**config.mk**
```make
export PLATFORM = sky130hd
export DESIGN_NAME = serial_frame_tx
export DESIGN_NICKNAME = d
export VERILOG_FILES = /design/src/rtl/serial_frame_tx.sv
export SDC_FILE = /design/constraint.sdc
export NUM_CORES = 1
export LEC_CHECK = 0
export ABC_CLOCK_PERIOD_IN_PS = 4200
export CORE_MARGIN = 2
export CORE_UTILIZATION = 40
export CTS_CLUSTER_DIAMETER = 200
export DETAILED_ROUTE_END_ITERATION = 12
export PLACE_DENSITY = 0.62
export SYNTH_ARGS = -nofsm -noshare
export SYNTH_HDL_FRONTEND = slang
export SYNTH_SLANG_ARGS = --single-unit
```
**constraint.sdc**
```tcl
create_clock -name clk -period 4.2 [get_ports clk]
set_clock_uncertainty 0.05 [all_clocks]
set_input_delay 0.84 -clock clk [delete_from_list [all_inputs] [get_ports clk]]
set_output_delay 0.84 -clock clk [all_outputs]
set_load 0.005 [all_outputs]
```
**src/rtl/serial_frame_tx.sv**
```systemverilog
`default_nettype none
// ============================================================================
// Module   : serial_frame_tx
// Purpose  : Parallel-to-serial frame transmitter. Sends one start bit (0),
//            WIDTH data bits LSB first, an optional parity bit and one stop
//            bit (1). Each bit is held for CLKS_PER_BIT clocks; line idles high.
// Revision : 1.0 - initial release
// ============================================================================
module serial_frame_tx #(
    parameter int WIDTH        = 8,
    parameter int CLKS_PER_BIT = 4,
    parameter int PARITY_EN    = 1,
    parameter int PARITY_ODD   = 0
) (
    input  logic             clk,
    input  logic             rst,
    input  logic [WIDTH-1:0] data_in,
    input  logic             valid,
    output logic             ready,
    output logic             tx,
    output logic             busy,
    output logic             done
);

    localparam int CNT_W = (CLKS_PER_BIT > 1) ? $clog2(CLKS_PER_BIT) : 1;
    localparam int IDX_W = (WIDTH > 1) ? $clog2(WIDTH) : 1;

    localparam logic [CNT_W-1:0] C_CNT_LAST = CNT_W'(CLKS_PER_BIT - 1);
    localparam logic [IDX_W-1:0] C_IDX_LAST = IDX_W'(WIDTH - 1);
    localparam logic             C_PAR_EN   = (PARITY_EN != 0);
    localparam logic             C_PAR_ODD  = (PARITY_ODD != 0);

    typedef enum logic [2:0] {
        S_IDLE   = 3'd0,
        S_START  = 3'd1,
        S_DATA   = 3'd2,
        S_PARITY = 3'd3,
        S_STOP   = 3'd4
    } state_t;

    state_t             state_q, state_d;
    logic [CNT_W-1:0]   cnt_q,   cnt_d;
    logic [IDX_W-1:0]   idx_q,   idx_d;
    logic [WIDTH-1:0]   shift_q, shift_d;
    logic               par_q,   par_d;
    logic               tx_q,    tx_d;
    logic               busy_q,  busy_d;
    logic               done_q,  done_d;
    logic               bit_end;

    // Next-state logic; outputs are computed from the next state so that the
    // registered line value changes on the same edge as the state.
    always_comb begin
        state_d = state_q;
        cnt_d   = cnt_q;
        idx_d   = idx_q;
        shift_d = shift_q;
        par_d   = par_q;
        bit_end = (cnt_q == C_CNT_LAST);

        // The baud counter free-runs inside a frame and wraps at each bit end,
        // which is exactly when every state/bit change happens.
        if (state_q != S_IDLE) begin
            cnt_d = bit_end ? '0 : cnt_q + 1'b1;
        end

        case (state_q)
            S_IDLE: begin
                if (valid) begin
                    state_d = S_START;
                    shift_d = data_in;
                    par_d   = 1'b0;
                    cnt_d   = '0;
                    idx_d   = '0;
                end
            end
            S_START: begin
                if (bit_end) begin
                    state_d = S_DATA;
                    idx_d   = '0;
                end
            end
            S_DATA: begin
                if (bit_end) begin
                    shift_d = shift_q >> 1;
                    par_d   = par_q ^ shift_q[0];
                    if (idx_q == C_IDX_LAST) begin
                        state_d = C_PAR_EN ? S_PARITY : S_STOP;
                    end else begin
                        idx_d = idx_q + 1'b1;
                    end
                end
            end
            S_PARITY: begin
                if (bit_end) begin
                    state_d = S_STOP;
                end
            end
            S_STOP: begin
                if (bit_end) begin
                    state_d = S_IDLE;
                end
            end
            default: state_d = S_IDLE;
        endcase

        case (state_d)
            S_START:  tx_d = 1'b0;
            S_DATA:   tx_d = shift_d[0];
            S_PARITY: tx_d = par_d ^ C_PAR_ODD;
            default:  tx_d = 1'b1;
        endcase

        busy_d = (state_d != S_IDLE);
        done_d = (state_d == S_STOP) && (cnt_d == C_CNT_LAST);
    end

    // State and output registers; reset aborts any frame and drives the line high.
    always_ff @(posedge clk or posedge rst) begin
        if (rst) begin
            state_q <= S_IDLE;
            cnt_q   <= '0;
            idx_q   <= '0;
            shift_q <= '0;
            par_q   <= 1'b0;
            tx_q    <= 1'b1;
            busy_q  <= 1'b0;
            done_q  <= 1'b0;
        end else begin
            state_q <= state_d;
            cnt_q   <= cnt_d;
            idx_q   <= idx_d;
            shift_q <= shift_d;
            par_q   <= par_d;
            tx_q    <= tx_d;
            busy_q  <= busy_d;
            done_q  <= done_d;
        end
    end

    assign ready = (state_q == S_IDLE);
    assign tx    = tx_q;
    assign busy  = busy_q;
    assign done  = done_q;

endmodule
`default_nettype wire

```
# --- After elaboration in Yosys (flattened, before gate mapping) ---
# Cells that the tools add are included.
classes:
  n_addsub: 2
  n_eq_ne: 15
  mux: 23
  n_bitwise: 1
  n_reduce_logical: 8
op_table:
  columns: ["op", "n"]
  rows:
  - ["2-to-1 mux 3 bit", 10]
  - ["2-to-1 mux 8 bit", 2]
  - ["case mux 8 bit (2 select lines)", 1]
  - ["case mux 3 bit (5 select lines)", 1]
  - ["== test 3 x 2 -> 1 bit, second input constant", 4]
  - ["== test 3 bit, second input constant", 3]
  - ["case mux 3 bit (3 select lines)", 1]
  - ["nonzero test 3 bit", 3]
  - ["2-to-1 mux 2 bit", 4]
  - ["inequality test 2 bit, second input constant", 4]
  - ["== test 3 x 1 -> 1 bit, second input constant", 2]
  - ["AND reduction 5 bit", 1]
  - ["== test 2 bit, second input constant", 2]
  - ["adder 3 x 1 -> 3 bit, second input constant", 1]
  - ["logical NOT 3 bit", 1]
  - ["case mux 1 bit (3 select lines)", 1]
  - ["AND reduction 3 bit", 1]
  - ["adder 2 x 1 -> 2 bit, second input constant", 1]
  - ["2-to-1 mux 1 bit", 2]
  - ["case mux 1 bit (2 select lines)", 1]
  - ["nonzero test 2 bit", 1]
  - ["logical AND 1 bit", 1]
  - ["bitwise XOR 1 bit", 1]
word_totals:
  ff_bits: 20
  input_bits: 11

# --- Logic depth before layout (Yosys ltp) ---
# Gate-level depths: netlist of the first run.
depth:
  ltp_word: 7
  depth_mapped: 7

# --- Worst setup path before layout of the first run ---
# OpenSTA, ideal clock, no wires.
synth_path:
  path_kind: "in2reg"
  startpoint: "input valid"
  endpoint: "register tx_q (netlist: tx)"
  t_arrival_ns: 1.769
  required_time_ns: 4.068
  setup_slack_ns: 2.299
  cell_stages: 5
  cell_sequence: "nor4b_4 -> or2_1 -> buf_6 -> o211ai_2 -> mux2_2"
synth_between:
  elab_chain_len: 4
  elab_cells_between_ends: 10
synth_lines:
  columns: ["element", "line_no", "rtl"]
  rows:
  - ["start, declared", "18", "input logic valid,"]
  - ["2-to-1 mux 3 bit", "69", "if (valid) begin"]
  - ["case mux 3 bit (5 select lines)", "67", "case (state_q)"]
  - ["== test 3 x 2 -> 1 bit or == test 3 x 1 -> 1 bit (tied branches)", "107", "case (state_d)"]
  - ["case mux 1 bit (3 select lines) *", "107", null]
  - ["net tx_d", "46", "logic tx_q, tx_d;"]
  - ["end signal, assigned", "135", "tx_q <= tx_d;"]
  - ["end, declared", "46", null]
# Mark *: on every way through the listed nets, which the timed path passes. The rest lies on a longest branch. The select of a mux whose other input is x is not followed.
# A chain may end at the register's enable or synchronous reset.

# --- Worst setup path in the final report of the first run ---
layout_path:
  startpoint: "register state_q[1]"
  endpoint: "output ready"
layout_between:
  elab_chain_len: 1
layout_lines:
  columns: ["element", "line_no", "rtl"]
  rows:
  - ["start, declared", "41", "state_t state_q, state_d;"]
  - ["start signal, assigned", "130", "state_q <= state_d;"]
  - ["logical NOT 3 bit", "141", "assign ready = (state_q == S_IDLE);"]
  - ["end, declared", "19", "output logic ready,"]
# No other way between the ends.

==> flow_summary.ini, run 1 <==
[outcome]
outcome = finished, final reports clean

[clocking]
post_cts_buffers = 0
htree_levels = 1
numCtsBuffers = 3
cts.sinks = 20
cts_tree = built
cts.clk_slew.worst_paths_ns = 0.12
insertion_delay_ns = 0.30
postCtsHoldBufs = 0
cts-root-buf = clkbuf_4
clockBufferDepth = 2
cts_repair_resize_count = 0

[floorplan]
fp.dieH_um = 54.6
initial_utilization_pct = 41.7
core_area_um2 = 2450
die_w_um = 54.6
rows = 18
die_area_um2 = 2980
num_io_pins = 15

[sta]
slew_violations = 0
worst_pin_slew_ns = 0.742
finalCritPeriodShare_pct = 67.0
finalHoldViolations = 0
fmax_mhz = 356
slew_headroom_pct = 50.5
min_period_ns = 2.81
rsz0062_at_grt = no
setup_tns_ns = 0
finalSetupViolCount = 0
layout_setup_ws_ns = 1.39

[worst_setup_path]
cp_data_arrival_time_ns = 1.92
crit_chain = nor3_1 -> clkdlybuf4s50_1
cp_max_fo = 16
slowest_delay_ns = 0.59
crit_slowest_cell = clkdlybuf4s50_1
critPathRequiredTime_ns = 3.31
setup.worst_path.class = reg -> out
cp-start-kind = flop
cp-end-kind = primary output

[synth]
synth-seq-cells = 20
syn-mean-instance-area_um2 = 10.6
synth_cells = 97
ys_seq_area_share_pct = 49.0
yosys_warnings = 0
synth_top_area_share_pct = 46.4
netlist_area_um2 = 1020
yosysUniqueCellTypes = 31
synth_nets = 111
synth_top_cell_by_area = dfrtp_1
synthTopCellsByArea = dfrtp_1 (46%), a22oi_1 (5.1%), o21ai_0 (4.9%), mux2_2 (4.4%), ha_1 (3.7%)

[cells_and_area]
final_common_cell = dfrtp_1
multi_input_area_um2 = 443
ff_latch_area_um2 = 502
num-fill-cells = 245
antenna_cells = 0
syn_to_final_growth_pct = 18.3
instances_no_fill = 139
layout-drive-gt1-share_pct = 11.9
final_nets = 124
final_cell_mix = dfrtp_1 (19), clkdlybuf4s50_1 (14), inv_1 (10), o21ai_0 (10), a22oi_1 (7)

[min_path]
hold_path_class = reg -> reg

[grt]
grt_pass1_vias = 735
grt_pass1_wl_um = 3120
grt_overflow = 0
grt_max_degree = 21
antenna_found_initial = 0
grt_use_total_pct = 14.8

[place]
gp_congestion = 0.768
portBuffers = 14
dp_hpwl_um = 1300
dp.cells = 135
pre_cts_slack_ns = 1.52

[detailed_routing]
dr.pass1.iters = 4
wl_um = 1810
antenna_left = 0
drtIter0Drc = 19
vias = 745
drc = 0
via_per_inst = 5.36
avgRoutedWirePerCell_um = 13.1

[power_and_ir_drop]
finalPower_mw = 0.801
vdd_drop_max_uv = 285
power_density_nw_per_um2 = 660
p_leak_nw = 0.543

[flow_run]
drv_cap = 0
worst max-delay path, delay by kind of cell, from the launching register on:
kind                   cells  cell delay, ns
buffers and inverters      1            0.59
DFF                        1            0.56
and+or+nand+nor            1            0.48
per-stage QoR:
stage | hold WS, ns | util [%] | cell area, µm²
2_1_floorplan | 0.423 | - | 1020
3_5_place_dp | 0.449 | 47.2 | 1160
6_report | 0.474 | 49.4 | 1210
5_1_grt | 0.504 | 49.4 | 1210
3_3_place_gp | 0.442 | 47.2 | 1160
4_1_cts | 0.470 | 49.4 | 1210
area by class of cell:
class / instances / area share, %
flip-flops and latches: 20 / 41.4
repair buffers: 14 / 11.6
clock inverters: 1 / 2.48
inverters: 10 / 3.10
multi-input cells: 61 / 36.5
clock buffers: 3 / 1.86
well taps: 30 / 3.10
logic make-up after synthesis:
| logic type | Yosys count | synth area share [%] |
|---|---|---|
| fa+ha+maj | 3 | 3.66 |
| flops | 20 | 49.0 |
| mux | 4 | 4.40 |
| simple gates | 27 | 17.1 |
| compound gates | 27 | 18.1 |
| buf+inv | 16 | 7.81 |
metal layers:
| layer | vias to the layer above | part of all wire (%) | routed length, µm | global-route usage [%] |
|---|---|---|---|---|
| met5 | - | 0 | 0 | 0 |
| met4 | 0 | 0.83 | 15 | 6.25 |
| met3 | 2 | 2.7 | 49 | 2.46 |
| met2 | 13 | 44 | 800 | 23.4 |
| met1 | 358 | 52 | 948 | 20.0 |
| li1 | 372 | - | - | - |
path summary, 6_finish.rpt:
kind	from	endpoint	slack, ns	cells after the start
worst min register to register	cnt_q[0]$_DFF_PP0_	cnt_q[0]$_DFF_PP0_	0.47	1
min in group asynchronous	rst	busy$_DFF_PP0_	0.90	2
worst min-delay path	cnt_q[0]$_DFF_PP0_	cnt_q[0]$_DFF_PP0_	0.47	1
worst max register to register	cnt_q[0]$_DFF_PP0_	tx$_DFF_PP1_	2.28	5
worst max-delay path	state_q[1]$_DFF_PP0_	ready	1.39	2
max in group asynchronous	rst	shift_q[0]$_DFF_PP0_	2.72	2
power by group:
group	internal, mW	switching (mW)
Sequential	0.275	0.0791
Clock	0.0964	0.0584
Combinational	0.149	0.142
Total	0.521	0.280
synthesized netlist by cell type:
| cell | number |
|---|---|
| dfrtp_1 | 19 |
| inv_1 | 10 |
| o21ai_0 | 10 |
| a22oi_1 | 7 |
| buf_2 | 4 |
| mux2_2 | 4 |
| nand2_1 | 4 |
| and3_1 | 3 |
| ha_1 | 3 |
| nand3_1 | 3 |
| nand3b_1 | 3 |
| nor2_1 | 3 |
| a311oi_1 | 2 |
| buf_6 | 2 |
| nor2b_1 | 2 |
| nor3_1 | 2 |
| o31ai_1 | 2 |
| a211oi_1 | 1 |
| a21bo_2 | 1 |
| a21o_1 | 1 |
| a21oi_1 | 1 |
| and2_1 | 1 |
| and3b_1 | 1 |
| and4bb_2 | 1 |
| dfstp_2 | 1 |
| nand4_1 | 1 |
| nor4b_4 | 1 |
| o211ai_2 | 1 |
| o21bai_1 | 1 |
| or2_1 | 1 |
| or3_1 | 1 |
registers in the layout (all words and copies together), names as in the netlist:
name	cells
busy	1
cnt_q	2
done	1
idx_q	3
par_q	1
shift_q	8
state_q	3
tx	1
Note: power is estimated with default switching activity, not from simulation.
==> inputs of run 2 (changes only) <==
Settings changed: ABC_CLOCK_PERIOD_IN_PS 4200 to 2300, PLACE_DENSITY 0.62 to 0.64.
Clock period 4.2 ns to 2.3 ns, I/O delays scaled along.
==> run 2 against run 1 <==
Net effect: combinational power increased by 110%; routed wire length increased by 11%; sequential cell count unchanged; non-clock buffer count increased by 5; first-iteration DRC count decreased by 21%; final cell count increased by 3.6%; clock-buffer cell count unchanged; clock power increased by 85%; worst setup slack got worse by 1.3 ns; hold slack got worse by 0.066 ns; utilization increased by 1.6 points; power increased by 89%.
==> flow_summary.ini, run 2 (synthesized netlist as in run 1, its figures left out) <==
[sta]
worst_pin_slew_ns = 0.406
rsz0062_at_grt = no
setup_tns_ns = 0
finalSetupViolCount = 0
finalHoldViolations = 0
slew_violations = 0
finalCritPeriodShare_pct = 94.5
slew_headroom_pct = 72.8
layout_setup_ws_ns = 0.127
fmax_mhz = 460
min_period_ns = 2.17
hold-worst-slack_ns = 0.409

[cells_and_area]
num-fill-cells = 227
syn_to_final_growth_pct = 22.1
antenna_cells = 0
final_common_cell = dfrtp_1
final_nets = 129
layout-drive-gt1-share_pct = 16.7
top_register = shift_q
finish.utilization_pct = 51.0
top_regs = shift_q (8), idx_q (3), state_q (3)
final_cell_mix = dfrtp_1 (18), clkdlybuf4s50_1 (14), inv_1 (10), o21ai_0 (10), a22oi_1 (7)
largest_reg_flops = 8

[clocking]
cts-root-buf = clkbuf_4
clockBufferDepth = 2
htree_levels = 1
insertion_delay_ns = 0.30
cts_tree = built
cts.clk_slew.worst_paths_ns = 0.12
numCtsBuffers = 3
cts.sinks = 20

[worst_setup_path]
crit_slowest_cell = clkdlybuf4s50_1
setup.worst_path.class = reg -> out
crit_chain = nor3_1 -> clkdlybuf4s50_1
crit_buf_inv = 1
cp-end-kind = primary output
cp-start-kind = flop
slowest_delay_ns = 0.55
critPathTopFamily = buffers and inverters
cp_max_fo = 12
cp_data_arrival_time_ns = 1.66
critPathRequiredTime_ns = 1.79

[floorplan]
fp.dieH_um = 54.6
initial_utilization_pct = 41.7
num_io_pins = 15
rows = 18
core_area_um2 = 2450
die_area_um2 = 2980
die_w_um = 54.6

[place]
portBuffers = 14
pre_cts_slack_ns = 0.159
dp_hpwl_um = 1460
gp_congestion = 0.756

[flow_run]
drv_cap = 0

[detailed_routing]
wl_um = 2020
via_per_inst = 5.31
drc = 0
vias = 764
antenna_left = 0
drtIter0Drc = 15
dr.pass1.iters = 4
avgRoutedWirePerCell_um = 14.0

[grt]
grt_max_degree = 21
grt_overflow = 0
grt_use_total_pct = 16.2
antenna_found_initial = 0
grt_pass1_wl_um = 3340
grt_pass1_vias = 771

[power_and_ir_drop]
finalPower_mw = 1.52
p_leak_nw = 0.567
power_density_nw_per_um2 = 1210
vdd_drop_max_uv = 567

[outcome]
outcome = finished, final reports clean

[min_path]
hold_path_class = in -> async
==> run 2: cell types whose count changed in the layout (fill, tap and decap cells not counted), sizes merged <==
cell  delta
buf      +5
==> run 2: repair_timing <==
item,CTS,global route
hold buffers,0,0
buffers inserted,0,0
resized for setup,0,1
endpoints found under the setup margin,0,1
==> run 2: final cells by class <==
type / instances / area (µm²) / share of cell area [%]
clock buffer: 3 / 22.5 / 1.80
multi-input combinational: 61 / 443 / 35.4
clock inverter: 1 / 30.0 / 2.40
sequential: 20 / 503 / 40.2
timing repair buffer: 19 / 178 / 14.2
inverter: 10 / 37.5 / 3.00
tap: 30 / 37.5 / 3.00
==> run 2: power breakdown <==
group          switching [mW]  leakage [nW]  total, mW  internal (mW)
clock                   0.110        0.0279      0.286          0.176
combinational           0.296         0.292      0.603          0.307
sequential              0.122         0.247      0.628          0.505
total                   0.528         0.567       1.52          0.989
==> run 2: worst paths after layout <==
| check | from | endpoint | slack (ns) | depth (start not counted) |
|---|---|---|---|---|
| min in group clk | shift_q[6]$_DFFE_PP0P_ | shift_q[5]$_DFFE_PP0P_ | 0.47 | 2 |
| max in group asynchronous | rst | tx$_DFF_PP1_ | 1.52 | 3 |
| max reg2reg | cnt_q[0]$_DFF_PP0_ | tx$_DFF_PP1_ | 0.45 | 5 |
| min | rst | shift_q[3]$_DFFE_PP0P_ | 0.41 | 3 |
| min reg2reg | shift_q[6]$_DFFE_PP0P_ | shift_q[5]$_DFFE_PP0P_ | 0.47 | 2 |
| max | state_q[0]$_DFF_PP0_ | ready | 0.13 | 2 |
==> run 2: routing by layer <==
layer / GRT usage [%] / wire length [µm] / up-vias / share of wire (%)
li1: - / - / 381 / -
met5: 0 / 0 / - / 0
met4: 7.50 / 19 / 0 / 0.94
met3: 3.28 / 43 / 2 / 2.1
met2: 26.2 / 975 / 7 / 48
met1: 20.5 / 981 / 374 / 49
==> run 2: stage by stage <==
step	cell area (µm²)	cells
final	1250	144
after global routing	1250	144
after CTS	1250	144
after detailed placement	1200	140
after global placement	1200	140
after floorplan	1020	97
==> run 2: tightest hold or removal path, cell delays in order <==
cell and delay [ns]:
clkdlybuf4s50_1 0.39, inv_1 0.05, buf_4 0.26
==> inputs of run 3 (changes only) <==
Settings changed: ABC_CLOCK_PERIOD_IN_PS 2300 to 2200, PLACE_DENSITY 0.64 to 0.62, SKIP_CTS_REPAIR_TIMING from default to 1.
Clock period 2.3 ns to 2.2 ns, I/O delays scaled along.
==> run 3 against run 2 <==
Net effect: utilization is 0.36 points lower; clock-buffer cell count is 1 higher; routed wire length is 8.0% lower; hold slack worse by 0.0078 ns; critical path depth stayed put; non-clock buffer count is 1 higher; sequential cell count stayed put; global-route usage is 0.57 points lower; die area stayed put; via count is 1.7% lower; clock power is 27% lower; critical endpoint unchanged; largest cell class unchanged.
==> flow_summary.ini, run 3 (synthesized netlist as in run 1, its figures left out) <==
[outcome]
outcome = finished, final reports clean

[worst_setup_path]
r2r_cells = 5
cp_max_fo = 11
crit_chain = nor3_1 -> clkdlybuf4s50_1
cp-start-kind = flop
cp_data_arrival_time_ns = 1.55
rr_startpoint = cnt_q[0]$_DFF_PP0_
r2r_slack_ns = 0.33
slowest_delay_ns = 0.54
critPathTopFamily = buffers and inverters
setup.worst_path.class = reg -> out
cp-end-kind = primary output
crit_slowest_cell = clkdlybuf4s50_1
timing.rr.end = tx$_DFF_PP1_
crit_buf_inv = 1
critPathRequiredTime_ns = 1.71

[detailed_routing]
vias = 751
wl_um = 1860
drtIter0Drc = 25
wl_met2_um = 846
via_per_inst = 5.18
avgRoutedWirePerCell_um = 12.8
drc = 0
dr.pass1.iters = 4
antenna_left = 0
wl_met3_um = 52
drt-met1-wl_um = 924
top_layer_used = met4

[cells_and_area]
final_cell_mix = dfrtp_1 (18), clkdlybuf4s50_1 (14), inv_1 (10), o21ai_0 (10), a22oi_1 (7)
largest_reg_flops = 8
layout-drive-gt1-share_pct = 17.4
top_register = shift_q
final_nets = 130
antenna_cells = 0
syn_to_final_growth_pct = 21.2
top_regs = shift_q (8), idx_q (3), state_q (3)
num-fill-cells = 228
instances_no_fill = 145
final_common_cell = dfrtp_1

[power_and_ir_drop]
p_sw_share_pct = 36.2
pwr-share-comb_pct = 44.8
p_leak_nw = 0.564
seqPwrFrac_pct = 41.3
switching_power_mw = 0.546
clockPowerShare_pct = 13.9
power_density_nw_per_um2 = 1210
vdd_drop_max_uv = 610
finalPower_mw = 1.51
p_int_mw = 0.962

[flow_run]
drv_cap = 0

[clocking]
cts_tree = built
cts.clk_slew.worst_paths_ns = 0.11
htree_levels = 1
numCtsBuffers = 3
clockBufferDepth = 2
insertion_delay_ns = 0.30
cts.sinks = 20
cts-root-buf = clkbuf_4

[sta]
worst_pin_slew_ns = 0.368
min_period_ns = 2.04
fmax_mhz = 491
slew_violations = 0
finalHoldViolations = 0
rsz0062_at_grt = no
finalCritPeriodShare_pct = 92.6
slew_headroom_pct = 75.3
finalSetupViolCount = 0
setup_tns_ns = 0

[floorplan]
die_w_um = 54.6
rows = 18
core_area_um2 = 2450
die_area_um2 = 2980
initial_utilization_pct = 41.7
num_io_pins = 15
fp.dieH_um = 54.6

[grt]
grt_overflow = 0
grt_use_total_pct = 15.6
antenna_found_initial = 0
grt_pass1_wl_um = 3260
grt_max_degree = 21
grt_pass1_vias = 720

[place]
dp.cells = 141
dp_hpwl_um = 1370
portBuffers = 14
gp_congestion = 0.805

[min_path]
hold_path_class = in -> async
run 3: worst register-to-register path, cell delays in order, from the launching register on:
cell	delay (ns)
dfrtp_1	0.42
ha_1	0.34
and4bb_2	0.36
a22oi_1	0.24
o211ai_2	0.12
mux2_2	0.28
run 3: worst max path at each step:
stage,start,endpoint,slack (ns),depth (start not counted)
2_1_floorplan,cnt_q[0]$_DFF_PP0_,idx_q[0]$_DFFE_PP0P_,0.53,6
3_3_place_gp,valid,tx$_DFF_PP1_,0.17,5
3_5_place_dp,valid,tx$_DFF_PP1_,0.12,5
4_1_cts,state_q[2]$_DFF_PP0_,ready,0.09,2
5_1_grt,state_q[2]$_DFF_PP0_,ready,0.04,2
6_report,state_q[2]$_DFF_PP0_,ready,0.16,2
run 3: power by group through the flow:
stage          combinational (mW)  sequential [mW]  clock (mW)
3_5_place_dp                0.678            0.629           0
3_3_place_gp                0.659            0.622           0
4_1_cts                     0.685            0.623       0.219
5_1_grt                     0.766            0.646       0.235
2_1_floorplan               0.477            0.614           0
6_report                    0.675            0.623       0.209
run 3: stage by stage:
| stage | hold slack [ns] | util [%] | worst slack (ns) | area (µm²) |
|---|---|---|---|---|
| floorplan | 0.353 | - | 0.530 | 1020 |
| global placement | 0.434 | 49.1 | 0.166 | 1200 |
| detailed placement | 0.455 | 49.1 | 0.122 | 1200 |
| CTS | 0.399 | 50.6 | 0.0905 | 1240 |
| global route | 0.432 | 50.6 | 0.0403 | 1240 |
| finish | 0.401 | 50.6 | 0.162 | 1240 |
run 3: cell type report:
| cell class | count | area (µm²) | area share (%) |
|---|---|---|---|
| inverters | 10 | 37.5 | 3.02 |
| multi-input cells | 61 | 443 | 35.6 |
| flip-flops and latches | 20 | 503 | 40.5 |
| clock buffers | 4 | 36.3 | 2.92 |
| repair buffers | 20 | 185 | 14.9 |
| well taps | 30 | 37.5 | 3.02 |
run 3: metal layers:
metal  GRT usage, %  up-vias
met1           21.3      355
met2           23.4       13
met4           8.75        0
met3           2.46        4
met5              0        -
li1               -      379
